### src/rtl/img_pkg.sv
// Shared types and luma weights for the pixel-recolouring path.
package img_pkg;

  typedef logic [11:0] rgb444_t;
  typedef logic [3:0]  pal_idx_t;

  typedef enum logic [1:0] {
    MODE_BYPASS  = 2'b00,
    MODE_GRAY    = 2'b01,
    MODE_PAL     = 2'b10,
    MODE_PAL_INV = 2'b11
  } colorize_mode_e;

  typedef enum logic {
    ST_IDLE    = 1'b0,
    ST_PENDING = 1'b1
  } commit_state_e;

  localparam logic [15:0] LUMA_WR = 16'd51;
  localparam logic [15:0] LUMA_WG = 16'd179;
  localparam logic [15:0] LUMA_WB = 16'd26;

  // Weights sum to 256, so the top nibble of the 16-bit sum is a 4-bit luma.
  function automatic pal_idx_t luma_idx(input rgb444_t rgb);
    logic [15:0] r8;
    logic [15:0] g8;
    logic [15:0] b8;
    logic [15:0] sum;
    r8  = {8'h00, rgb[11:8], rgb[11:8]};
    g8  = {8'h00, rgb[7:4],  rgb[7:4]};
    b8  = {8'h00, rgb[3:0],  rgb[3:0]};
    sum = r8 * LUMA_WR + g8 * LUMA_WG + b8 * LUMA_WB;
    return pal_idx_t'(sum >> 12);
  endfunction

endpackage

### src/rtl/img_luma4.sv
// Registered RGB444 -> 4-bit luma index, one clock of latency.
module img_luma4
  import img_pkg::*;
(
  input  logic        i_clk,
  input  logic        i_rst,
  input  logic [11:0] i_rgb,
  output logic [3:0]  o_idx
);

  logic [3:0] w_idx;
  logic [3:0] r_idx_p1;

  assign w_idx = luma_idx(i_rgb);

  always_ff @(posedge i_clk) begin
    if (i_rst) r_idx_p1 <= '0;
    else       r_idx_p1 <= w_idx;
  end

  assign o_idx = r_idx_p1;

endmodule

### src/rtl/img_colorizer.sv
// Two-stage pseudo-colour stage: luma index through a 16-entry palette whose
// updates are double-buffered and applied only on a vertical-sync edge.
module img_colorizer
  import img_pkg::*;
#(
  parameter logic       VSYNC_ACTIVE = 1'b0,
  parameter logic [1:0] DEFAULT_MODE = 2'b10
) (
  input  logic        clk,
  input  logic        reset,
  input  logic        DE,
  input  logic        h_sync_in,
  input  logic        v_sync_in,
  input  logic [11:0] rgb_in,
  input  logic [1:0]  mode,
  input  logic        pal_we,
  input  logic [3:0]  pal_addr,
  input  logic [11:0] pal_wdata,
  input  logic        pal_commit,
  output logic        pal_pending,
  output logic        DE_out,
  output logic        h_sync_out,
  output logic        v_sync_out,
  output logic [11:0] rgb_out
);

  logic [11:0]    r_rgb_p1;
  logic           r_de_p1;
  logic           r_hs_p1;
  logic           r_vs_p1;
  colorize_mode_e r_mode_p1;
  logic [3:0]     w_idx_p1;

  logic [11:0]    r_rgb_p2;
  logic           r_de_p2;
  logic           r_hs_p2;
  logic           r_vs_p2;
  logic [11:0]    w_pix_p1;

  logic [11:0]    r_shadow [16];
  logic [11:0]    r_active [16];

  commit_state_e  r_state;
  commit_state_e  w_state_nxt;
  logic           w_vs_edge;
  logic           w_copy;
  logic           w_pending;

  // ---- stage 1: luma index plus aligned pixel, control and syncs
  img_luma4 u_luma (
    .i_clk (clk),
    .i_rst (reset),
    .i_rgb (rgb_in),
    .o_idx (w_idx_p1)
  );

  always_ff @(posedge clk) begin
    if (reset) begin
      r_rgb_p1  <= '0;
      r_de_p1   <= 1'b0;
      r_hs_p1   <= 1'b1;
      r_vs_p1   <= ~VSYNC_ACTIVE;
      r_mode_p1 <= colorize_mode_e'(DEFAULT_MODE);
    end else begin
      r_rgb_p1  <= rgb_in;
      r_de_p1   <= DE;
      r_hs_p1   <= h_sync_in;
      r_vs_p1   <= v_sync_in;
      r_mode_p1 <= colorize_mode_e'(mode);
    end
  end

  // ---- stage 2: mode select and palette lookup
  always_comb begin
    w_pix_p1 = 12'h000;
    if (r_de_p1) begin
      case (r_mode_p1)
        MODE_BYPASS:  w_pix_p1 = r_rgb_p1;
        MODE_GRAY:    w_pix_p1 = {w_idx_p1, w_idx_p1, w_idx_p1};
        MODE_PAL:     w_pix_p1 = r_active[w_idx_p1];
        MODE_PAL_INV: w_pix_p1 = r_active[~w_idx_p1];
        default:      w_pix_p1 = 12'h000;
      endcase
    end
  end

  always_ff @(posedge clk) begin
    if (reset) begin
      r_rgb_p2 <= 12'h000;
      r_de_p2  <= 1'b0;
      r_hs_p2  <= 1'b1;
      r_vs_p2  <= ~VSYNC_ACTIVE;
    end else begin
      r_rgb_p2 <= w_pix_p1;
      r_de_p2  <= r_de_p1;
      r_hs_p2  <= r_hs_p1;
      r_vs_p2  <= r_vs_p1;
    end
  end

  assign rgb_out    = r_rgb_p2;
  assign DE_out     = r_de_p2;
  assign h_sync_out = r_hs_p2;
  assign v_sync_out = r_vs_p2;

  // The stage-1 vsync register doubles as the previous sample for edge detection.
  assign w_vs_edge = (r_vs_p1 != VSYNC_ACTIVE) && (v_sync_in == VSYNC_ACTIVE);

  always_ff @(posedge clk) begin
    if (reset) r_state <= ST_IDLE;
    else       r_state <= w_state_nxt;
  end

  always_comb begin
    w_state_nxt = r_state;
    case (r_state)
      ST_IDLE:    if (pal_commit) w_state_nxt = ST_PENDING;
      ST_PENDING: if (w_vs_edge)  w_state_nxt = ST_IDLE;
      default:    w_state_nxt = ST_IDLE;
    endcase
  end

  always_comb begin
    w_pending = (r_state == ST_PENDING);
    w_copy    = w_pending && w_vs_edge;
  end

  assign pal_pending = w_pending;

  // Copy samples the shadow before any same-edge write lands in it.
  always_ff @(posedge clk) begin
    if (reset) begin
      for (int i = 0; i < 16; i++) begin
        r_shadow[i] <= {4'(i), 4'(i), 4'(i)};
        r_active[i] <= {4'(i), 4'(i), 4'(i)};
      end
    end else begin
      if (pal_we) r_shadow[pal_addr] <= pal_wdata;
      if (w_copy) begin
        for (int i = 0; i < 16; i++) r_active[i] <= r_shadow[i];
      end
    end
  end

endmodule

### config.mk
export PLATFORM = sky130hd
export DESIGN_NAME = img_colorizer
export DESIGN_NICKNAME = d
export VERILOG_FILES = /design/src/rtl/img_pkg.sv /design/src/rtl/img_luma4.sv /design/src/rtl/img_colorizer.sv
export SDC_FILE = /design/constraint.sdc
export NUM_CORES = 1
export LEC_CHECK = 0
export BUFFER_PORTS_ARGS = -buffer_cell sky130_fd_sc_hd__buf_2
export CAP_MARGIN = 20
export CORE_MARGIN = 5
export CORE_UTILIZATION = 44
export CTS_CLUSTER_DIAMETER = 100
export DETAILED_ROUTE_END_ITERATION = 8
export SYNTH_ARGS = -nofsm -noshare
export SYNTH_HDL_FRONTEND = slang
export SYNTH_SLANG_ARGS = --single-unit
### constraint.sdc
create_clock -name clk -period 17.5 [get_ports clk]
set_input_delay 0.875 -clock clk [delete_from_list [all_inputs] [get_ports clk]]
set_output_delay 0.875 -clock clk [all_outputs]
set_load 0.05 [all_outputs]
==> results of run 1 <==
-- worst max-delay path, cell delays in order --
cell and delay (ns):
sky130_fd_sc_hd__buf_2 0.14, sky130_fd_sc_hd__ha_1 0.32, sky130_fd_sc_hd__inv_1 0.06, sky130_fd_sc_hd__fa_1 0.52, sky130_fd_sc_hd__inv_1 0.05, sky130_fd_sc_hd__ha_1 0.26, sky130_fd_sc_hd__a21o_1 0.18, sky130_fd_sc_hd__a21oi_1 0.21
sky130_fd_sc_hd__xnor2_1 0.16, sky130_fd_sc_hd__fa_1 0.44, sky130_fd_sc_hd__ha_1 0.29, sky130_fd_sc_hd__inv_1 0.05, sky130_fd_sc_hd__fa_1 0.47, sky130_fd_sc_hd__fa_1 0.55, sky130_fd_sc_hd__inv_1 0.05, sky130_fd_sc_hd__fa_1 0.48
sky130_fd_sc_hd__inv_1 0.05, sky130_fd_sc_hd__fa_1 0.49, sky130_fd_sc_hd__inv_1 0.05, sky130_fd_sc_hd__ha_1 0.28, sky130_fd_sc_hd__and4_1 0.20, sky130_fd_sc_hd__o211ai_1 0.11, sky130_fd_sc_hd__nand3_1 0.14, sky130_fd_sc_hd__o31ai_1 0.23
sky130_fd_sc_hd__mux2_2 0.36
-- through the flow --
stage,hold slack [ns],instances,instance area (um^2),util (%)
6_report,0.408,2303,23900,48.9
5_1_grt,0.438,2303,23900,48.9
4_1_cts,0.410,2303,23900,48.9
3_5_place_dp,0.401,2223,22600,46.1
3_3_place_gp,0.400,2221,22600,46.1
2_1_floorplan,0.389,1587,21700,-
-- layout by cell type, fill, tap and decap left out, drive strengths merged, types with 2 or more instances in the layout --
| cell | netlist | routed |
|---|---|---|
| or3 | 131 | 131 |
| o41ai | 2 | 2 |
| nand3b | 3 | 3 |
| or2 | 72 | 72 |
| nand2b | 21 | 21 |
| o221ai | 2 | 2 |
| a21oi | 31 | 31 |
| o221a | 3 | 3 |
| inv | 131 | 134 |
| o21ai | 18 | 18 |
| dfxtp | 37 | 37 |
| edfxtp | 384 | 384 |
| nor2 | 44 | 44 |
| nand2 | 46 | 46 |
| a22oi | 8 | 8 |
| fa | 57 | 57 |
| nor3 | 9 | 9 |
| a31oi | 5 | 5 |
| clkbuf | 77 | 58 |
| clkinv | 2 | 20 |
| mux2i | 32 | 32 |
| nor2b | 35 | 35 |
| buf | 29 | 78 |
| a221oi | 7 | 7 |
| and2 | 175 | 175 |
| a2111oi | 4 | 4 |
| a21o | 5 | 5 |
| xnor2 | 8 | 8 |
| and3 | 4 | 4 |
| ha | 77 | 77 |
| o31ai | 3 | 3 |
| mux2 | 4 | 4 |
| mux4 | 86 | 86 |
| xor2 | 3 | 3 |
| o22ai | 4 | 4 |
| a211oi | 7 | 7 |
| nand3 | 9 | 9 |
| nand4 | 2 | 2 |
-- per-layer routing --
layer | vias up | share of wire, % | wire [um]
met1 | 6494 | 43 | 23100
met2 | 374 | 49 | 26300
met5 | - | 0 | 0
met4 | 0 | 1.9 | 1050
li1 | 5746 | - | -
met3 | 76 | 6.1 | 3290
-- layout make-up --
| cell class | count | area, um^2 | area share [%] |
|---|---|---|---|
| clock buffers | 58 | 1240 | 5.17 |
| inverters | 133 | 499 | 2.09 |
| clock inverters | 22 | 131 | 0.549 |
| repair buffers | 78 | 453 | 1.89 |
| flip-flops and latches | 421 | 12300 | 51.3 |
| well taps | 664 | 831 | 3.47 |
| multi-input cells | 927 | 8500 | 35.5 |
-- cells by family (layout without fill, tap and decap cells) --
logic type / count (synthesis) / count (layout) / share of synthesized area [%]
fa+ha+maj: 134 / 134 / 9.68
mux: 122 / 122 / 10.8
compound gates: 107 / 107 / 3.33
flops: 421 / 421 / 56.5
buf+inv: 239 / 291 / 4.47
xor+xnor: 11 / 11 / 0.443
simple gates: 553 / 553 / 14.8
-- sequential cells by signal (all words and copies together), names as in the netlist --
signal	cells
r_shadow	192
r_hs_p1	1
r_active	192
DE_out	1
v_sync_out	1
r_mode_p1	2
h_sync_out	1
r_de_p1	1
pal_pending	1
r_rgb_p1	12
rgb_out	12
u_luma.o_idx	4
r_vs_p1	1
-- power by group through the flow --
stage	Sequential (mW)	Clock, mW	Combinational, mW
global placement	1.24	0	1.19
detailed placement	1.25	0	1.21
global route	1.24	0.955	1.36
CTS	1.23	0.914	1.22
floorplan	1.21	0	0.942
finish	1.23	0.893	1.20
-- path summary, 6_finish.rpt --
kind                                         to  slack, ns  cells past startpoint             from
worst max-delay path            u_luma.o_idx[3]      10.98                     25        rgb_in[1]
worst min-delay path                 h_sync_out       0.41                      1          r_hs_p1
worst max register to register       rgb_out[8]      13.37                      8  u_luma.o_idx[0]
worst min register to register       h_sync_out       0.41                      1          r_hs_p1
==> summary.log, run 1 <==
INFO  drt            totalWireLength=53700um
INFO  floorplanning  core_region_area=49000um^2
INFO  sta            finalHoldViolCount=0
INFO  power_and_ir_drop fraction_of_power_spent_switching_nets=33.8%
INFO  sta            finalSetupTns=0ns
INFO  status         outcome=completed
INFO  yosys          synth.ff_latch_count=421
INFO  yosys          async_reset_ff_share=0%
INFO  power_and_ir_drop power_density=139nW/um^2
INFO  cells_and_area n_fill_cell=4208
INFO  cells_and_area nNetsFinal=1777
INFO  grt            grt_pass1_vias=12800
INFO  yosys          yosys_warning_total=0
INFO  yosys          syn-mean-instance-area=13.7um^2
INFO  yosys          postSynthCellCount=1587
INFO  grt            grt-busiest-layer=met2
INFO  drt            num_vias=12700
INFO  clock_network  resize_count_post_cts=0
INFO  grt            largest_net_degree_at_the_start_of_global_routing=76
INFO  yosys          synth_unique_cells=57
INFO  place          detailed_placement_hpwl=35300um
INFO  power_and_ir_drop power.leakage=8.70nW
INFO  floorplanning  die_area=53900um^2
INFO  sta            post-route-min-period=6.52ns
INFO  sta            finalClockSkew=0.0144ns
INFO  yosys          synthMostInstantiatedCell=sky130_fd_sc_hd__edfxtp_1
INFO  yosys          post-synth-top-area-fraction=53.1%
INFO  floorplanning  die_width=232um
INFO  power_and_ir_drop p_seq_share=36.9%
INFO  clock_network  path_clk_slew=0.06ns
INFO  floorplanning  io_pins=53
INFO  power_and_ir_drop share_of_power_burned_in_the_clock_network=26.9%
INFO  grt            groute.usage.overall=20.1%
INFO  place          place_ws=10.36ns
INFO  clock_network  tritoncts_num_sinks=421
INFO  yosys          synthTopCellsByCount=sky130_fd_sc_hd__edfxtp_1, sky130_fd_sc_hd__and2_1, sky130_fd_sc_hd__or3_1
INFO  sta            timing.max_slew.rel_slack=33.0%
INFO  sta            worst_pin_slew=1.00ns
INFO  sta            fmax=153MHz
INFO  grt            grt_pass1_wl=81700um
INFO  setup_path     critical_path_peak_fanout=5
INFO  clock_network  clk_latency=0.58ns
INFO  grt            grtUsageMet2=33.3%
INFO  yosys          ys_dominant_reg_cell=sky130_fd_sc_hd__edfxtp_1
INFO  grt            groute.layer.met1.usage=28.1%
INFO  grt            antenna_violations_before_repair=3
INFO  setup_path     timing.critical_path.to_type=register
INFO  yosys          synth_largest_area_cell=sky130_fd_sc_hd__edfxtp_1
INFO  power_and_ir_drop share_comb_of_total_power=36.2%
INFO  setup_path     cp.required=17.96ns
INFO  drt            drt_first_iter_violations=1234
INFO  job            maxCapViolations=0
INFO  yosys          synth_top_cells_by_area=sky130_fd_sc_hd__edfxtp_1, sky130_fd_sc_hd__mux4_2, sky130_fd_sc_hd__fa_1
INFO  drt            drc=0
INFO  drt            drt-vias-per-instance=5.51
INFO  grt            gr-total-overflow=0
INFO  floorplanning  initial_utilization=44.4%
INFO  setup_path     timing_worst_setup_path_type=input port to register
INFO  clock_network  cts_made_buffers=45
INFO  floorplanning  rows=81
INFO  clock_network  clock-root-buffer=sky130_fd_sc_hd__clkbuf_16
INFO  cells_and_area area_added_between_synthesis_and_finish=10.2%
INFO  clock_network  post-cts-setup-buffer-count=0
INFO  power_and_ir_drop vdd_drop_max=0.112mV
INFO  yosys          syn_area=21700um^2
INFO  min_path       worstHoldPathType=register to register
INFO  setup_path     cp-start-kind=input port
INFO  sta            timing.final.setup_violations=0
INFO  yosys          number_of_flops_mapped_to_enable_cells_by_yosys=384
INFO  power_and_ir_drop net-switching-power=1.12mW
INFO  clock_network  cts_tree=built
INFO  sta            portion_of_the_clock_cycle_consumed_by_the_worst_path_in_the_final_layout=37.3%
INFO  sta            finalWorstSetupSlack=10.98ns
INFO  clock_network  htreeDepth=2
INFO  yosys          yosysSeqAreaShare=56.5%
INFO  sta            rsz0062_at_grt=no
INFO  cells_and_area antenna_cells_inserted=0
INFO  power_and_ir_drop report.power.total=3.32mW
INFO  floorplanning  floorplan.die.height=232um
INFO  drt            number_of_nets_with_antenna_violations_after_routing=0
INFO  grt            met3_usage=3.44%
INFO  clock_network  postCtsHoldBufs=0
INFO  place          finalWeightedCongestion=0.813
INFO  place          buffer_ports.inserted=52
INFO  cells_and_area layout-drive-gt1-share=18.5%
INFO  clock_network  max-clock-path-buffers=3
INFO  drt            wl_per_cell=23.3um
INFO  sta            final-max-slew-violation-count=0
INFO  power_and_ir_drop p_int=2.20mW
INFO  setup_path     arrival=6.98ns
INFO  yosys          synth.net_count=1758
INFO  drt            drt_pre_antenna_iters=7
Note: power is estimated with default switching activity, not from simulation.
==> run 2, diff against run 1 <==
Clock period 17.5 ns to 5.9 ns, I/O delays scaled along.
==> summary.log, run 2 (synthesis results as in run 1) <==
INFO  status         outcome=completed
INFO  cells_and_area final_util=49.8% [+0.92 points]
INFO  cells_and_area layout_top_registers=r_active x192, r_shadow x192
INFO  setup_path     timing_worst_setup_path_type=input port to register
INFO  drt            drt_pre_antenna_iters=7 [unchanged]
INFO  clock_network  max-clock-path-buffers=3 [unchanged]
INFO  sta            final-max-slew-violation-count=0 [unchanged]
INFO  floorplanning  core_region_area=49000um^2 [unchanged]
INFO  sta            finalSetupTns=0ns [unchanged]
INFO  power_and_ir_drop p_int=6.91mW [+210%]
INFO  drt            num_vias=12800 [+0.76%]
INFO  sta            rsz0062_at_grt=yes
INFO  sta            timing.max_slew.rel_slack=39.6% [+6.6 points]
INFO  place          finalWeightedCongestion=0.907 [+12%]
INFO  floorplanning  floorplan.die.height=232um [unchanged]
INFO  drt            drc=0 [unchanged]
INFO  grt            gr-total-overflow=0 [unchanged]
INFO  sta            post-route-min-period=5.72ns
INFO  sta            timing.final.setup_violations=0 [unchanged]
INFO  floorplanning  die_area=53900um^2 [unchanged]
INFO  setup_path     cp-start-kind=input port
INFO  grt            grt_pass1_wl=82800um [+1.4%]
INFO  power_and_ir_drop fraction_of_power_spent_switching_nets=33.9% [+0.083 points]
INFO  setup_path     arrival=6.22ns [-0.76 ns]
INFO  floorplanning  io_pins=53 [unchanged]
INFO  sta            finalClockSkew=0.0299ns [+0.0155 ns]
INFO  job            maxCapViolations=0 [unchanged]
INFO  sta            finalWorstSetupSlack=0.177ns [-10.80 ns]
INFO  drt            totalWireLength=54000um [+0.51%]
INFO  clock_network  path_clk_slew=0.06ns [about the same]
INFO  cells_and_area layout-drive-gt1-share=20.7% [+2.2 points]
INFO  power_and_ir_drop net-switching-power=3.55mW [+220%]
INFO  floorplanning  die_width=232um [unchanged]
INFO  place          buffer_ports.inserted=52 [unchanged]
INFO  setup_path     critical_path_peak_fanout=3 [-2]
INFO  floorplanning  rows=81 [unchanged]
INFO  cells_and_area layout_common_cells=sky130_fd_sc_hd__edfxtp_1, sky130_fd_sc_hd__and2_1, sky130_fd_sc_hd__or3_1, sky130_fd_sc_hd__inv_1, sky130_fd_sc_hd__mux4_2
INFO  sta            worst_pin_slew=0.905ns [-0.0993 ns]
INFO  clock_network  tritoncts_num_sinks=421 [unchanged]
INFO  grt            antenna_violations_before_repair=2 [-1]
INFO  clock_network  clk_latency=0.59ns [about the same]
INFO  sta            fmax=175MHz
INFO  drt            drt-vias-per-instance=5.47 [-0.70%]
INFO  power_and_ir_drop p_seq_share=34.6% [-2.3 points]
INFO  clock_network  cts_tree=built
INFO  power_and_ir_drop share_comb_of_total_power=39.0% [+2.8 points]
INFO  drt            wl_per_cell=23.1um [-0.95%]
INFO  min_path       worstHoldPathType=input port to register
INFO  setup_path     slowest_delay=0.50ns [-0.05 ns]
INFO  power_and_ir_drop power_density=429nW/um^2 [+210%]
INFO  clock_network  clock-root-buffer=sky130_fd_sc_hd__clkbuf_16
INFO  power_and_ir_drop vdd_drop_max=0.474mV [+320%]
INFO  power_and_ir_drop power.leakage=8.90nW [+2.3%]
INFO  grt            groute.usage.overall=20.3% [+0.19 points]
INFO  place          detailed_placement_hpwl=35900um [+1.6%]
INFO  setup_path     cp.required=6.40ns [-11.56 ns]
INFO  sta            portion_of_the_clock_cycle_consumed_by_the_worst_path_in_the_final_layout=97.0%
INFO  setup_path     crit_path_top_delay_cell=sky130_fd_sc_hd__fa_1
INFO  power_and_ir_drop share_of_power_burned_in_the_clock_network=26.4% [-0.5 points]
INFO  clock_network  cts_made_buffers=45 [unchanged]
INFO  drt            drt_first_iter_violations=1305 [+5.8%]
INFO  setup_path     timing.critical_path.to_type=register
INFO  sta            finalHoldViolCount=0 [unchanged]
INFO  clock_network  htreeDepth=2 [unchanged]
INFO  place          place_ws=-0.578ns [-10.94 ns]
INFO  cells_and_area final_common_cell=sky130_fd_sc_hd__edfxtp_1
INFO  drt            number_of_nets_with_antenna_violations_after_routing=0 [unchanged]
INFO  cells_and_area area_added_between_synthesis_and_finish=12.2%
INFO  grt            largest_net_degree_at_the_start_of_global_routing=76 [unchanged]
INFO  grt            grt_pass1_vias=13400 [+4.6%]
INFO  cells_and_area nNetsFinal=1808 [+1.7%]
INFO  floorplanning  initial_utilization=44.4% [unchanged]
[run 2: critical path, delay by kind of cell]
family | cells | cell delay, ns
buffers and inverters | 8 | 0.59
AND/OR/NAND/NOR | 3 | 0.47
XOR/XNOR | 1 | 0.10
AO/OA/AOI/OAI | 4 | 0.75
adder cells (fa/ha/maj) | 10 | 4.01
[run 2: final timing paths]
check / start / endpoint / slack [ns] / cells past startpoint
setup / recovery: rgb_in[1] / u_luma.o_idx[2] / 0.18 / 26
hold / removal: rgb_in[1] / r_rgb_p1[1] / 0.13 / 4
setup reg to reg: u_luma.o_idx[0] / rgb_out[8] / 2.69 / 6
hold reg to reg: r_hs_p1 / h_sync_out / 0.42 / 1
[run 2: repair_timing]
item | 4_1_cts | 5_1_grt
gates resized for setup | 0 | 18
hold endpoints to repair | 6 | 0
endpoints found under the setup margin | 0 | 4
buffers inserted | 0 | 0
hold buffers | 6 | 0
[run 2: layer usage]
| metal | share of wire (%) | up-vias | wire [um] | track usage (%) |
|---|---|---|---|---|
| met1 | 41 | 6497 | 21900 | 26.5 |
| li1 | - | 5816 | - | - |
| met2 | 51 | 375 | 27300 | 34.8 |
| met5 | 0 | - | 0 | 0 |
| met4 | 3.0 | 0 | 1640 | 6.72 |
| met3 | 5.7 | 99 | 3080 | 3.23 |
[run 2: layout make-up]
type / count / area [um^2]
Antenna cell: 2 / 5.00
Clock buffer: 64 / 1290
Clock inverter: 17 / 136
Fill cell: 4249 / 24600
Inverter: 133 / 499
Multi-Input combinational cell: 927 / 8610
Sequential cell: 421 / 12300
Tap cell: 664 / 831
Timing Repair Buffer: 109 / 728
[run 2: power by group through the flow]
stage	registers [mW]	clock network, mW	logic [mW]
4_1_cts	3.63	2.81	3.81
3_3_place_gp	3.68	0	3.74
6_report	3.62	2.76	4.08
2_1_floorplan	3.57	0	2.80
3_5_place_dp	3.69	0	3.76
5_1_grt	3.65	2.93	4.62
[run 2: stage by stage]
step / power (mW) / area, um^2 / hold WS, ns / cells
global placement: 7.42 / 22800 / 0.399 / 2247
floorplan: 6.37 / 21700 / 0.389 / 1587
global route: 11.2 / 24400 / 0.140 / 2335
finish: 10.5 / 24400 / 0.128 / 2337
CTS: 10.2 / 24300 / 0.119 / 2334
detailed placement: 7.45 / 22800 / 0.408 / 2247
